**src/rtl/hs_ram_sequencer.sv**
```systemverilog
// rtl/hs_ram_sequencer.sv - high-score save/restore sequencer between the hiscore byte stream and work RAM
module hs_ram_sequencer #(
    parameter  int AW     = 16,
    parameter  int LW     = 8,
    parameter  int NREG   = 4,
    parameter  int SETTLE = 4,
    parameter  int RD_LAT = 1,
    localparam int IW     = $clog2(NREG)
) (
    input  logic          clk,
    input  logic          reset_n,
    input  logic          cfg_wr,
    input  logic [IW-1:0] cfg_idx,
    input  logic [AW-1:0] cfg_base,
    input  logic [LW-1:0] cfg_len,
    input  logic          xfer_start,
    input  logic          xfer_dir,
    input  logic          abort,
    input  logic          s_valid,
    input  logic [7:0]    s_data,
    output logic          s_ready,
    output logic          m_valid,
    output logic [7:0]    m_data,
    input  logic          m_ready,
    output logic [AW-1:0] ram_addr,
    output logic [7:0]    ram_wdata,
    output logic          ram_we,
    output logic          ram_access,
    input  logic [7:0]    ram_rdata,
    output logic          pause_req,
    output logic          busy,
    output logic          done,
    output logic          aborted
);

    typedef enum logic [3:0] {
        IDLE, PAUSE, SEEK, W_WAIT, W_DO, R_ISSUE, R_WAIT, R_HOLD, RELEASE
    } state_t;

    localparam logic [7:0] SETTLE_M1 = 8'(SETTLE - 1);
    localparam logic [1:0] LAT_M1    = 2'(RD_LAT - 1);

    state_t          state_q, state_d;
    logic [7:0]      settle_q, settle_d;
    logic [1:0]      lat_q, lat_d;
    logic [IW:0]     idx_q, idx_d;      // extra MSB marks "past the last entry"
    logic [AW-1:0]   ptr_q, ptr_d;
    logic [LW-1:0]   cnt_q, cnt_d;
    logic            dir_q, dir_d;
    logic            m_valid_q, m_valid_d;
    logic [7:0]      m_data_q, m_data_d;
    logic            done_q, done_d;
    logic            aborted_q, aborted_d;

    logic [AW-1:0]   base_q [NREG];
    logic [LW-1:0]   len_q  [NREG];
    logic [AW-1:0]   cur_base;
    logic [LW-1:0]   cur_len;

    assign cur_base = base_q[idx_q[IW-1:0]];
    assign cur_len  = len_q[idx_q[IW-1:0]];

    // Region table: only writable while no transfer is running
    always_ff @(posedge clk or negedge reset_n) begin
        if (!reset_n) begin
            for (int i = 0; i < NREG; i++) begin
                base_q[i] <= '0;
                len_q[i]  <= '0;
            end
        end else if (cfg_wr && state_q == IDLE) begin
            base_q[cfg_idx] <= cfg_base;
            len_q[cfg_idx]  <= cfg_len;
        end
    end

    // Sequencer state and datapath registers
    always_ff @(posedge clk or negedge reset_n) begin
        if (!reset_n) begin
            state_q   <= IDLE;
            settle_q  <= '0;
            lat_q     <= '0;
            idx_q     <= '0;
            ptr_q     <= '0;
            cnt_q     <= '0;
            dir_q     <= 1'b0;
            m_valid_q <= 1'b0;
            m_data_q  <= '0;
            done_q    <= 1'b0;
            aborted_q <= 1'b0;
        end else begin
            state_q   <= state_d;
            settle_q  <= settle_d;
            lat_q     <= lat_d;
            idx_q     <= idx_d;
            ptr_q     <= ptr_d;
            cnt_q     <= cnt_d;
            dir_q     <= dir_d;
            m_valid_q <= m_valid_d;
            m_data_q  <= m_data_d;
            done_q    <= done_d;
            aborted_q <= aborted_d;
        end
    end

    // Next-state: walk the table in order, one byte per handshake; abort overrides all
    always_comb begin
        state_d   = state_q;
        settle_d  = settle_q;
        lat_d     = lat_q;
        idx_d     = idx_q;
        ptr_d     = ptr_q;
        cnt_d     = cnt_q;
        dir_d     = dir_q;
        m_valid_d = m_valid_q;
        m_data_d  = m_data_q;
        done_d    = 1'b0;
        aborted_d = aborted_q;
        case (state_q)
            IDLE: begin
                if (xfer_start) begin
                    dir_d     = xfer_dir;
                    aborted_d = 1'b0;
                    settle_d  = SETTLE_M1;
                    state_d   = PAUSE;
                end
            end
            PAUSE: begin
                if (settle_q == 8'd0) begin
                    idx_d   = '0;
                    state_d = SEEK;
                end else begin
                    settle_d = settle_q - 8'd1;
                end
            end
            SEEK: begin
                if (idx_q[IW]) begin
                    state_d = RELEASE;
                end else if (cur_len == '0) begin
                    idx_d = idx_q + (IW + 1)'(1);
                end else begin
                    ptr_d   = cur_base;
                    cnt_d   = cur_len;
                    state_d = dir_q ? R_ISSUE : W_WAIT;
                end
            end
            W_WAIT: begin
                if (s_valid) state_d = W_DO;
            end
            W_DO: begin
                ptr_d = ptr_q + AW'(1);
                cnt_d = cnt_q - LW'(1);
                if (cnt_q == LW'(1)) begin
                    idx_d   = idx_q + (IW + 1)'(1);
                    state_d = SEEK;
                end else begin
                    state_d = W_WAIT;
                end
            end
            R_ISSUE: begin
                lat_d   = LAT_M1;
                state_d = R_WAIT;
            end
            R_WAIT: begin
                if (lat_q == 2'd0) begin
                    m_data_d  = ram_rdata;
                    m_valid_d = 1'b1;
                    state_d   = R_HOLD;
                end else begin
                    lat_d = lat_q - 2'd1;
                end
            end
            R_HOLD: begin
                if (m_ready) begin
                    m_valid_d = 1'b0;
                    ptr_d     = ptr_q + AW'(1);
                    cnt_d     = cnt_q - LW'(1);
                    if (cnt_q == LW'(1)) begin
                        idx_d   = idx_q + (IW + 1)'(1);
                        state_d = SEEK;
                    end else begin
                        state_d = R_ISSUE;
                    end
                end
            end
            RELEASE: begin
                done_d  = 1'b1;
                state_d = IDLE;
            end
            default: state_d = IDLE;
        endcase
        if (abort && state_q != IDLE && state_q != RELEASE) begin
            state_d   = RELEASE;
            aborted_d = 1'b1;
            m_valid_d = 1'b0;
        end
    end

    // RAM is held only between settle and release, so access drops a cycle before pause
    assign ram_access = (state_q == SEEK) || (state_q == W_WAIT) || (state_q == W_DO) ||
                        (state_q == R_ISSUE) || (state_q == R_WAIT) || (state_q == R_HOLD);
    assign busy       = (state_q != IDLE);
    assign pause_req  = (state_q != IDLE);
    assign s_ready    = (state_q == W_WAIT);
    assign ram_we     = (state_q == W_WAIT) && s_valid && !abort;
    assign ram_wdata  = ram_we ? s_data : 8'h00;
    assign ram_addr   = ptr_q;
    assign m_valid    = m_valid_q;
    assign m_data     = m_data_q;
    assign done       = done_q;
    assign aborted    = aborted_q;

endmodule

```
**config.mk**
```make
export PLATFORM = sky130hd
export DESIGN_NAME = hs_ram_sequencer
export DESIGN_NICKNAME = d
export VERILOG_FILES = /design/src/rtl/hs_ram_sequencer.sv
export SDC_FILE = /design/constraint.sdc
export NUM_CORES = 1
export LEC_CHECK = 0
export ABC_AREA = 1
export BUFFER_PORTS_ARGS = -buffer_cell sky130_fd_sc_hd__buf_2
export CAP_MARGIN = 40
export CORE_MARGIN = 2
export CORE_UTILIZATION = 50
export DETAILED_ROUTE_END_ITERATION = 8
export PLACE_DENSITY = 0.7
export SLEW_MARGIN = 20
export SYNTH_ARGS = -nofsm -noshare
export SYNTH_HDL_FRONTEND = slang
export SYNTH_SLANG_ARGS = --single-unit
export TNS_END_PERCENT = 10
```
**constraint.sdc**
```tcl
create_clock -name clk -period 2.2 [get_ports clk]
set_clock_uncertainty 0.2 [all_clocks]
set_input_delay 0 -clock clk [delete_from_list [all_inputs] [get_ports clk]]
set_output_delay 0 -clock clk [all_outputs]
set_load 0.05 [all_outputs]
```
==> results.json <==
{
  "status": "finished, final reports clean",
  "grt_setup_unrepaired": "no",
  "fmax_mhz": 480.1,
  "power_leakage_nw": 4.695,
  "yosysMostFrequentCell": "nand2_1",
  "timing.critical_path.to_type": "primary output",
  "die_x_um": 126.9,
  "synth_seq_area_share": 0.4936,
  "ios": 90,
  "crit_slowest_cell": "dfrtp_1",
  "htreeDepth": 4,
  "clock_latency_ps": 420,
  "fin_crit_ps": 2083,
  "io_buffers": 89,
  "power.density_nw_per_um2": 1369,
  "post-route-period-util": 0.9467,
  "synth.cell_area_um2": 7553,
  "drt-total-wl_mm": 17.89,
  "final.setup.worst_slack_ps": 117.2,
  "initial_core_util": 0.5158,
  "drv_slew": 0,
  "cts_buffers": 17,
  "gp_congestion": 0.8985,
  "cts.sinks": 149,
  "antenna_found_initial": 0,
  "grt_pass1_wl_mm": 30.73,
  "cap_violations": 0,
  "clk_pin_slew_ps": 60,
  "synth_nets": 1004,
  "wl_per_cell_um": 14.05,
  "fin_setup_tns_ps": 0,
  "yosys_warnings": 0,
  "fillers": 1256,
  "die-area_um2": 16110,
  "drtIter0Drc": 558,
  "diodes": 0,
  "viasPerCell": 5.204,
  "cts_tree": "done",
  "worstMarginPinSlew_ps": 564.6,
  "critPathArrivalTime_ps": 1880,
  "synth_edf_count": 0,
  "coreArea_um2": 14640,
  "peakVddDrop_v": 0.0006913,
  "netlist.area_leader.share": 0.4936,
  "grt.total_usage": 0.2402,
  "worstPathCellList": "nor2_4 -> inv_1 -> nor2_4 -> nand3_4 -> buf_12 -> clkinvlp_4 -> buf_2",
  "crit_type": "flop to primary output",
  "ant_nets": 0,
  "drc": 0,
  "cts_root_buf": "clkbuf_16",
  "grt_pass1_vias": 6311,
  "ys_top_cells_by_count": "nand2_1, dfrtp_1, o21ai_0",
  "grt_max_degree": 58,
  "drt-pass1-iter-count": 5,
  "async_reset_ff_frac": 1.000,
  "setup_viol": 0,
  "syn_to_final_growth_pct": 24.15,
  "synth_cells": 947,
  "critPathMaxStageDelay_ps": 460,
  "detailed_place_hpwl_mm": 12.03,
  "hold_class": "primary input to flop",
  "ys.flop_type": "dfrtp_1",
  "synthTopCellsByArea": "dfrtp_1, nand2_1, o21ai_0",
  "synth.avg_cell_area_um2": 7.976,
  "synth-seq-cells": 149,
  "worst-path-max-fanout": 9,
  "relSlewSlack": 0.6236,
  "yosysTopAreaCell": "dfrtp_1",
  "hold_viol": 0,
  "worst-r2r-setup-slack_ps": 160,
  "overflow": 0,
  "critPathMostFrequentCell": "nor2_4",
  "drive_gt1_frac": 0.1983,
  "clk_path_buf_depth": 2,
  "num_vias": 6625,
  "nNetsFinal": 1135,
  "synth_cell_type_count": 40,
  "die_h_um": 126.9,
  "rows": 44,
  "dp_slack_ps": 190.2,
  "cp-start-kind": "flop",
  "cp.required_ps": 2000
}
[layout by cell type, fill, tap and decap left out, types with 3 or more instances in the layout]
cell and count:
ha_1 7, clkinv_2 4, nand2_2 13, nor3_1 7, buf_4 16, a21oi_1 10
buf_12 8, nand4_1 5, dlygate4sd3_1 42, buf_2 80, nand3_1 62, o21ai_0 129
o21ai_2 16, nor2_2 6, nand3_2 3, inv_1 79, mux2_2 8, nor2_4 12
xor2_1 14, inv_2 9, o21ai_1 9, o31ai_1 3, nor2_1 50, nand2_1 286
clkbuf_16 17, dfrtp_1 148, o22ai_1 6, clkbuf_4 8
[worst max-delay path, delay by kind of cell, from the launching register on]
family                 cells  cell delay (ps)
buffers and inverters      4              560
DFF                        1              460
and+or+nand+nor            3              440
[layer usage]
| metal | routed length (um) | global-route usage |
|---|---|---|
| met5 | 0 | 0 |
| met4 | 296 | 0.07369 |
| met3 | 1037 | 0.05230 |
| met2 | 8036 | 0.3738 |
| met1 | 8519 | 0.3396 |
[registers in the layout, summed over array words and instances (netlist names), 2 cells and up]
| signal | cells |
|---|---|
| base_q | 64 |
| cnt_q | 8 |
| m_data | 8 |
| state_q | 4 |
| len_q | 32 |
| settle_q | 8 |
| ram_addr | 16 |
| idx_q | 3 |
| lat_q | 2 |
[where the power goes]
| group | internal [W] | total, W | switching [W] |
|---|---|---|---|
| registers | 0.00400 | 0.00480 | 0.000791 |
| logic | 0.00176 | 0.00524 | 0.00347 |
| clock network | 0.00171 | 0.00280 | 0.00109 |
[repair_timing]
action,in CTS,in global routing
pin swaps,1,0
buffers inserted,1,0
resized for setup,0,12
hold buffers,42,0
hold endpoints to repair,266,0
endpoints found under the setup margin,9,12
[final cells by class]
cell class	count	area (um2)	area share
multi-input cells	663	3318	0.3538
well taps	184	230.2	0.02455
clock inverters	9	105.1	0.01121
clock buffers	21	460.4	0.04910
repair buffers	156	1184	0.1262
inverters	91	350.3	0.03736
flip-flops and latches	149	3730	0.3977
[cell families after synthesis]
family	share of synthesized area
DFF	0.4936
muxes	0.01193
adders and majority gates	0.01159
xor gates and xnor gates	0.01855
and+or+nand+nor	0.2493
buffers and inverters	0.07802
AOI/OAI and AO/OA	0.1370
[path summary, 6_finish.rpt]
check,startpoint,end,cells after the start
hold / removal,cfg_wr,base_q[63],6
max in group asynchronous,reset_n,base_q[26],4
min in group asynchronous,reset_n,settle_q[6],3
setup / recovery,state_q[3],ram_we,7
hold reg to reg,base_q[28],base_q[28],2
setup reg to reg,idx_q[0],ram_addr[14],8
[through the flow]
stage,hold slack [ps],total power (W),utilization,std cells,area (um2)
floorplan,-495.6,0.008585,-,947,7632
global placement,-196.5,0.009826,0.5695,1200,8339
detailed placement,-191.7,0.009952,0.5695,1200,8339
CTS,73.75,0.01286,0.6382,1273,9345
global route,148.0,0.01379,0.6404,1273,9378
finish,60.58,0.01283,0.6404,1273,9378
Power figures use the tool's default switching activity.
